==> config.mk <==
export PLATFORM = sky130hd
export DESIGN_NAME = hyper_reg_init_seq
export DESIGN_NICKNAME = d
export VERILOG_FILES = /design/src/rtl/hyper_reg_init_seq.sv
export SDC_FILE = /design/constraint.sdc
export NUM_CORES = 1
export LEC_CHECK = 0
export ABC_AREA = 1
export CORE_MARGIN = 3
export CORE_UTILIZATION = 30
export CTS_CLUSTER_SIZE = 25
export DETAILED_ROUTE_END_ITERATION = 16
export PLACE_DENSITY = 0.55
export SLEW_MARGIN = 20
export SYNTH_ARGS = -nofsm -noshare
export SYNTH_HDL_FRONTEND = slang
export SYNTH_SLANG_ARGS = --single-unit
==> constraint.sdc <==
create_clock -name clk_i -period 3.39 [get_ports clk_i]
set_clock_uncertainty 0.15 [all_clocks]
set_input_delay 0.339 -clock clk_i [delete_from_list [all_inputs] [get_ports clk_i]]
set_output_delay 0.339 -clock clk_i [all_outputs]
set_load 0.01 [all_outputs]
==> src/rtl/hyper_reg_init_seq.sv <==
// rtl/hyper_reg_init_seq.sv - power-up register programming sequencer for the HyperBus register slave
module hyper_reg_init_seq #(
    parameter int RegAw         = 8,
    parameter int RegDw         = 32,
    parameter int NumEntries    = 4,
    parameter int StartDelay    = 16,
    parameter int TimeoutCycles = 64,
    parameter bit AutoStart     = 1'b1,
    localparam int IdxW         = (NumEntries > 1) ? $clog2(NumEntries) : 1
) (
    input  logic                        clk_i,
    input  logic                        rst_i,
    input  logic                        start_i,
    input  logic [NumEntries*RegAw-1:0] tbl_addr_i,
    input  logic [NumEntries*RegDw-1:0] tbl_data_i,
    input  logic [NumEntries-1:0]       tbl_en_i,
    input  logic [NumEntries-1:0]       tbl_verify_i,
    output logic [RegAw-1:0]            reg_addr_o,
    output logic                        reg_write_o,
    output logic [RegDw-1:0]            reg_wdata_o,
    output logic [RegDw/8-1:0]          reg_wstrb_o,
    output logic                        reg_valid_o,
    input  logic [RegDw-1:0]            reg_rdata_i,
    input  logic                        reg_error_i,
    input  logic                        reg_ready_i,
    output logic                        busy_o,
    output logic                        done_o,
    output logic                        err_o,
    output logic [1:0]                  err_code_o,
    output logic [IdxW-1:0]             err_idx_o
);

    localparam int DlyW = (StartDelay > 0) ? $clog2(StartDelay + 1) : 1;
    localparam int TmoW = (TimeoutCycles > 0) ? $clog2(TimeoutCycles + 1) : 1;
    localparam logic [DlyW-1:0] DlyEnd  = DlyW'(StartDelay);
    localparam logic [TmoW-1:0] TmoLast = TmoW'((TimeoutCycles > 0) ? TimeoutCycles - 1 : 0);

    typedef enum logic [2:0] {
        ST_IDLE,
        ST_DELAY,
        ST_WRITE,
        ST_READ,
        ST_DONE,
        ST_ERROR
    } state_t;

    state_t            state_q, state_d;
    logic [IdxW-1:0]   idx_q, idx_d;
    logic [DlyW-1:0]   dly_q, dly_d;
    logic [TmoW-1:0]   tmo_q, tmo_d;
    logic [1:0]        code_d;
    logic [IdxW-1:0]   eidx_d;
    logic              load_d;
    logic              hs;
    logic              first_vld, next_vld;
    logic [IdxW-1:0]   first_idx, next_idx;
    logic [RegDw-1:0]  cur_data;
    logic              cur_verify;
    logic [RegAw-1:0]  ld_addr;
    logic [RegDw-1:0]  ld_data;

    assign reg_wstrb_o = '1;
    assign hs          = reg_valid_o && reg_ready_i;
    assign cur_data    = tbl_data_i[int'(idx_q) * RegDw +: RegDw];
    assign cur_verify  = tbl_verify_i[idx_q];
    assign ld_addr     = tbl_addr_i[int'(idx_d) * RegAw +: RegAw];
    assign ld_data     = tbl_data_i[int'(idx_d) * RegDw +: RegDw];

    // Lowest enabled entry overall, and lowest enabled entry above the current one.
    always_comb begin
        first_vld = 1'b0;
        first_idx = '0;
        next_vld  = 1'b0;
        next_idx  = '0;
        for (int k = NumEntries - 1; k >= 0; k--) begin
            if (tbl_en_i[k]) begin
                first_vld = 1'b1;
                first_idx = IdxW'(k);
            end
            if (tbl_en_i[k] && (k > int'(idx_q))) begin
                next_vld = 1'b1;
                next_idx = IdxW'(k);
            end
        end
    end

    always_comb begin
        state_d = state_q;
        idx_d   = idx_q;
        dly_d   = dly_q;
        tmo_d   = '0;
        code_d  = err_code_o;
        eidx_d  = err_idx_o;
        unique case (state_q)
            ST_IDLE, ST_DONE, ST_ERROR: begin
                if (start_i) begin
                    code_d = 2'd0;
                    eidx_d = '0;
                    if (first_vld) begin
                        state_d = ST_WRITE;
                        idx_d   = first_idx;
                    end else begin
                        state_d = ST_DONE;
                    end
                end
            end
            ST_DELAY: begin
                if (dly_q == DlyEnd) begin
                    dly_d = '0;
                    if (first_vld) begin
                        state_d = ST_WRITE;
                        idx_d   = first_idx;
                    end else begin
                        state_d = ST_DONE;
                    end
                end else begin
                    dly_d = dly_q + 1'b1;
                end
            end
            ST_WRITE, ST_READ: begin
                if (hs) begin
                    if (reg_error_i) begin
                        state_d = ST_ERROR;
                        code_d  = 2'd1;
                        eidx_d  = idx_q;
                    end else if ((state_q == ST_READ) && (reg_rdata_i != cur_data)) begin
                        state_d = ST_ERROR;
                        code_d  = 2'd2;
                        eidx_d  = idx_q;
                    end else if ((state_q == ST_WRITE) && cur_verify) begin
                        state_d = ST_READ;
                    end else if (next_vld) begin
                        state_d = ST_WRITE;
                        idx_d   = next_idx;
                    end else begin
                        state_d = ST_DONE;
                    end
                end else if (TimeoutCycles > 0) begin
                    // The expiring cycle is the last one with valid high.
                    if (tmo_q == TmoLast) begin
                        state_d = ST_ERROR;
                        code_d  = 2'd3;
                        eidx_d  = idx_q;
                    end else begin
                        tmo_d = tmo_q + 1'b1;
                    end
                end
            end
            default: state_d = ST_IDLE;
        endcase
        load_d = (state_d == ST_WRITE) && ((state_q != ST_WRITE) || hs);
    end

    // Outputs are decoded from the next state so they are plain flops.
    always_ff @(posedge clk_i or posedge rst_i) begin
        if (rst_i) begin
            state_q     <= AutoStart ? ST_DELAY : ST_IDLE;
            idx_q       <= '0;
            dly_q       <= '0;
            tmo_q       <= '0;
            reg_addr_o  <= '0;
            reg_wdata_o <= '0;
            reg_write_o <= 1'b0;
            reg_valid_o <= 1'b0;
            busy_o      <= 1'b0;
            done_o      <= 1'b0;
            err_o       <= 1'b0;
            err_code_o  <= 2'd0;
            err_idx_o   <= '0;
        end else begin
            state_q     <= state_d;
            idx_q       <= idx_d;
            dly_q       <= dly_d;
            tmo_q       <= tmo_d;
            reg_write_o <= (state_d == ST_WRITE);
            reg_valid_o <= (state_d == ST_WRITE) || (state_d == ST_READ);
            busy_o      <= (state_d == ST_DELAY) || (state_d == ST_WRITE) || (state_d == ST_READ);
            done_o      <= (state_d == ST_DONE);
            err_o       <= (state_d == ST_ERROR);
            err_code_o  <= code_d;
            err_idx_o   <= eidx_d;
            if (load_d) begin
                reg_addr_o  <= ld_addr;
                reg_wdata_o <= ld_data;
            end
        end
    end

endmodule

==> qor.txt <==
Final WS setup: 33.6 ps
worst skew pair latency: 350 ps
Crit Path Class: flip-flop to flip-flop
root buffer cell: clkbuf_16
first-pass GRT wire length: 42.6 mm
Fillers: 2,234
EDFF count, synth: 0
crit-path cells: buf_12 -> buf_12 -> o211ai_1 -> nand3_1 -> nand2_1 -> nand2_1 -> nor2_2 -> nand2_1 -> nor2_2 -> nand2_2 -> a21boi_2 -> buf_4 -> nand2_2 -> a22oi_2 -> nand4_4 -> clkinv_8 -> clkbuf_16 -> nand2_2 -> nand2_1
mean post-synth cell area: 5.49 um2
met3 Track Usage GR: 0.0534
CP dominant cell by count: nand2_1
number of core rows: 53
GRT Total Usage: 0.222
M1 GR Usage: 0.300
IO Port Bufs: 253
Switch Pwr: 4820 uW
layout cell share with drive strength beyond 1: 0.0928
DP Area: 0.00958 mm2
Req. time, crit path: 3520 ps
CP startpoint kind: flip-flop
Pleak: 0.00563 uW
GPL Wtd Cong: 0.881
crit-path max FO: 8
slew at the pin closest to its max-slew limit: 694 ps
initial antenna violation count: 5
FFs w/ async S/R, synth: 1.00
outcome: complete, no violations
Vias/cell: 4.73
# nets final: 1,679
Final setup viols: 0
Die X: 155 um
synthesized flop and latch total: 66
Comb power frac: 0.756
die area: 0.0240 mm2
Final TNS setup: 0 ps
fmax: 0.298 GHz
Cells after Synth: 1,215
dpl ws: -14.6 ps
CP Data Arrival Time: 3490 ps
CP peak stage delay: 500 ps
via count: 8,293
slowest CP cell: dfrtp_4
GR Overflow Total: 0
warnings from Yosys: 0
core area: 0.0214 mm2
sequential group share of total power: 0.147
DIE HEIGHT: 155 um
largest net degree at the start of global routing: 37
Pint: 4660 uW
Max Root-Sink Buffers: 2
GR Util met2: 0.352
Worst-path clk slew: 70 ps
Slew headroom: 0.537
wire length per cell: 16.5 um
DRT Pass-1 Iters: 5
H-tree depth: 3
post-layout util: 0.489
synthesized area: 0.00667 mm2
cts hold-fix bufs: 0
CTS tree: yes
synth unique cells: 38
Tmin final: 3360 ps
worst hold-check path type: primary input to async pin
Final HPWL DP: 20.8 mm
initial core utilization: 0.311
crit end category: flip-flop
final worst-path cycle share: 0.990
Clock Sinks: 66
Slew Limit Fails: 0
RSZ-0062 raised after global routing: yes
Main synth FF type: dfrtp_1
Final Hold Viols: 0
total power: 9480 uW
io pins: 258
worst vdd ir: 0.408 mV
Final ANT Viol Nets: 0
Starting DRT DRC Count: 531
GRT busiest layer: met2
max cap viols: 0
Clk pwr share: 0.097
PD cells: 905 mW/mm2
DRC viols: 0
Area Overhead vs Synth: 57.2%
Net Sw Frac: 0.509
WL final: 29.0 mm
number of global-route vias before repair: 7,932
post-synthesis sequential area ratio: 0.248
cts bufs inserted: 9
design area: 0.0105 mm2
## power groups by stage
stage	clock (uW)	combinational, uW	sequential, uW
after global placement	0	6080	1420
final	921	7160	1400
after floorplan	0	3780	1460
after detailed placement	0	6110	1410
after global routing	987	7930	1430
after CTS	955	6140	1410
## routing by layer
metal / vias to the layer above / share of wire
met3: 46 / 0.072
li1: 4224 / -
met4: 6 / 0.024
met1: 3719 / 0.44
met5: - / 0.0012
met2: 298 / 0.46
## worst paths after layout
kind | startpoint | to | slack (ps) | cells past startpoint
hold reg to reg | tmo_q[0]$_DFF_PP0_ | tmo_q[0]$_DFF_PP0_ | 310 | 1
max in group asynchronous | rst_i | dly_q[1]$_DFFE_PP0P_ | 2220 | 3
setup reg to reg | idx_q[0]$_DFF_PP0_ | reg_wdata_o[11]$_DFFE_PP0P_ | 30 | 19
min in group clk_i | tmo_q[0]$_DFF_PP0_ | tmo_q[0]$_DFF_PP0_ | 310 | 1
hold / removal | rst_i | reg_wdata_o[0]$_DFFE_PP0P_ | 250 | 2
setup / recovery | idx_q[0]$_DFF_PP0_ | reg_wdata_o[11]$_DFFE_PP0P_ | 30 | 19
## cells by family after synthesis
family / Yosys count / synth area share
compound gates: 52 / 0.0481
buf+inv: 279 / 0.176
xor+xnor: 7 / 0.00920
simple gates: 807 / 0.513
fa+ha+maj: 3 / 0.00563
flops: 66 / 0.248
other cells: 1 / 0.000563
## Yosys cell counts (2+ instances only)
cell / count / area [um2]
a21oi_1: 9 / 45.0
a22oi_2: 2 / 25.0
and2_1: 2 / 12.5
buf_1: 4 / 15.0
buf_2: 29 / 145
buf_4: 11 / 82.6
buf_6: 6 / 67.6
clkbuf_1: 15 / 56.3
dfrtp_1: 65 / 1630
ha_1: 3 / 37.5
inv_1: 208 / 781
inv_2: 5 / 18.8
nand2_1: 518 / 1940
nand2_2: 3 / 18.8
nand3_1: 212 / 1060
nand3b_1: 19 / 143
nand4_1: 3 / 18.8
nor2_1: 43 / 161
nor3_1: 2 / 10.0
nor4_1: 2 / 12.5
o211ai_1: 4 / 30.0
o21ai_0: 22 / 110
o21ai_1: 5 / 25.0
o221ai_1: 2 / 17.5
o22ai_1: 2 / 12.5
o31ai_1: 2 / 15.0
xnor2_1: 3 / 26.3
xor2_1: 4 / 35.0
## placed cells by master, fill, tap and decap left out, types with 3 or more instances in the layout
master           Yosys  layout
nor2_2               1       6
nand2_1            518     485
inv_2                5       3
o21ai_0             22      14
clkdlybuf4s50_1      0     253
buf_4               11      20
nor2_1              43      37
nand3_1            212     207
buf_12               0      15
dfrtp_1             65      63
conb_1               1       4
nand4_1              3       3
nand2_2              3      27
buf_6                6      10
xor2_1               4       4
inv_1              208     207
clkinvlp_4           0       3
a21oi_1              9       8
nand3_2              0       5
xnor2_1              3       3
nand2_4              0       8
o211ai_1             4       4
o21ai_1              5      11
ha_1                 3       3
clkbuf_16            0      17
nand3b_1            19      19
## critical path, delay by kind of cell, from the launching register on
kind                   cells  cell delay, ps
flip-flops                 1             500
AO/OA/AOI/OAI              3             740
buffers and inverters      5             780
AND/OR/NAND/NOR           11            1080
## final cells by class
cell class	count	area, um2	area share
Inverter	214	827	0.0790
Tap cell	275	344	0.0328
Multi-Input combinational cell	873	4050	0.387
Clock inverter	7	53.8	0.00514
Timing Repair Buffer	307	3310	0.316
Clock buffer	9	225	0.0215
Sequential cell	66	1660	0.158
Antenna cell	2	5.00	0.000478
## sequential cells by signal, summed over array words and instances, names as in the netlist
| register | count |
|---|---|
| reg_wdata_o | 32 |
| reg_addr_o | 8 |
| tmo_q | 7 |
| dly_q | 5 |
| state_q | 3 |
| err_code_o | 2 |
| err_idx_o | 2 |
| idx_q | 2 |
| busy_o | 1 |
| done_o | 1 |
| err_o | 1 |
| reg_valid_o | 1 |
| reg_write_o | 1 |
## repair_timing
action	in CTS	in global routing
setup buffers	0	12
resized for setup	0	84
setup endpoints to repair	0	41
## through the flow
stage	hold slack, ps	instances
after CTS	268	1729
after detailed placement	306	1713
after floorplan	283	1218
final	245	1753
after global placement	302	1713
after global routing	296	1753
Note: power is estimated with default switching activity, not from simulation.
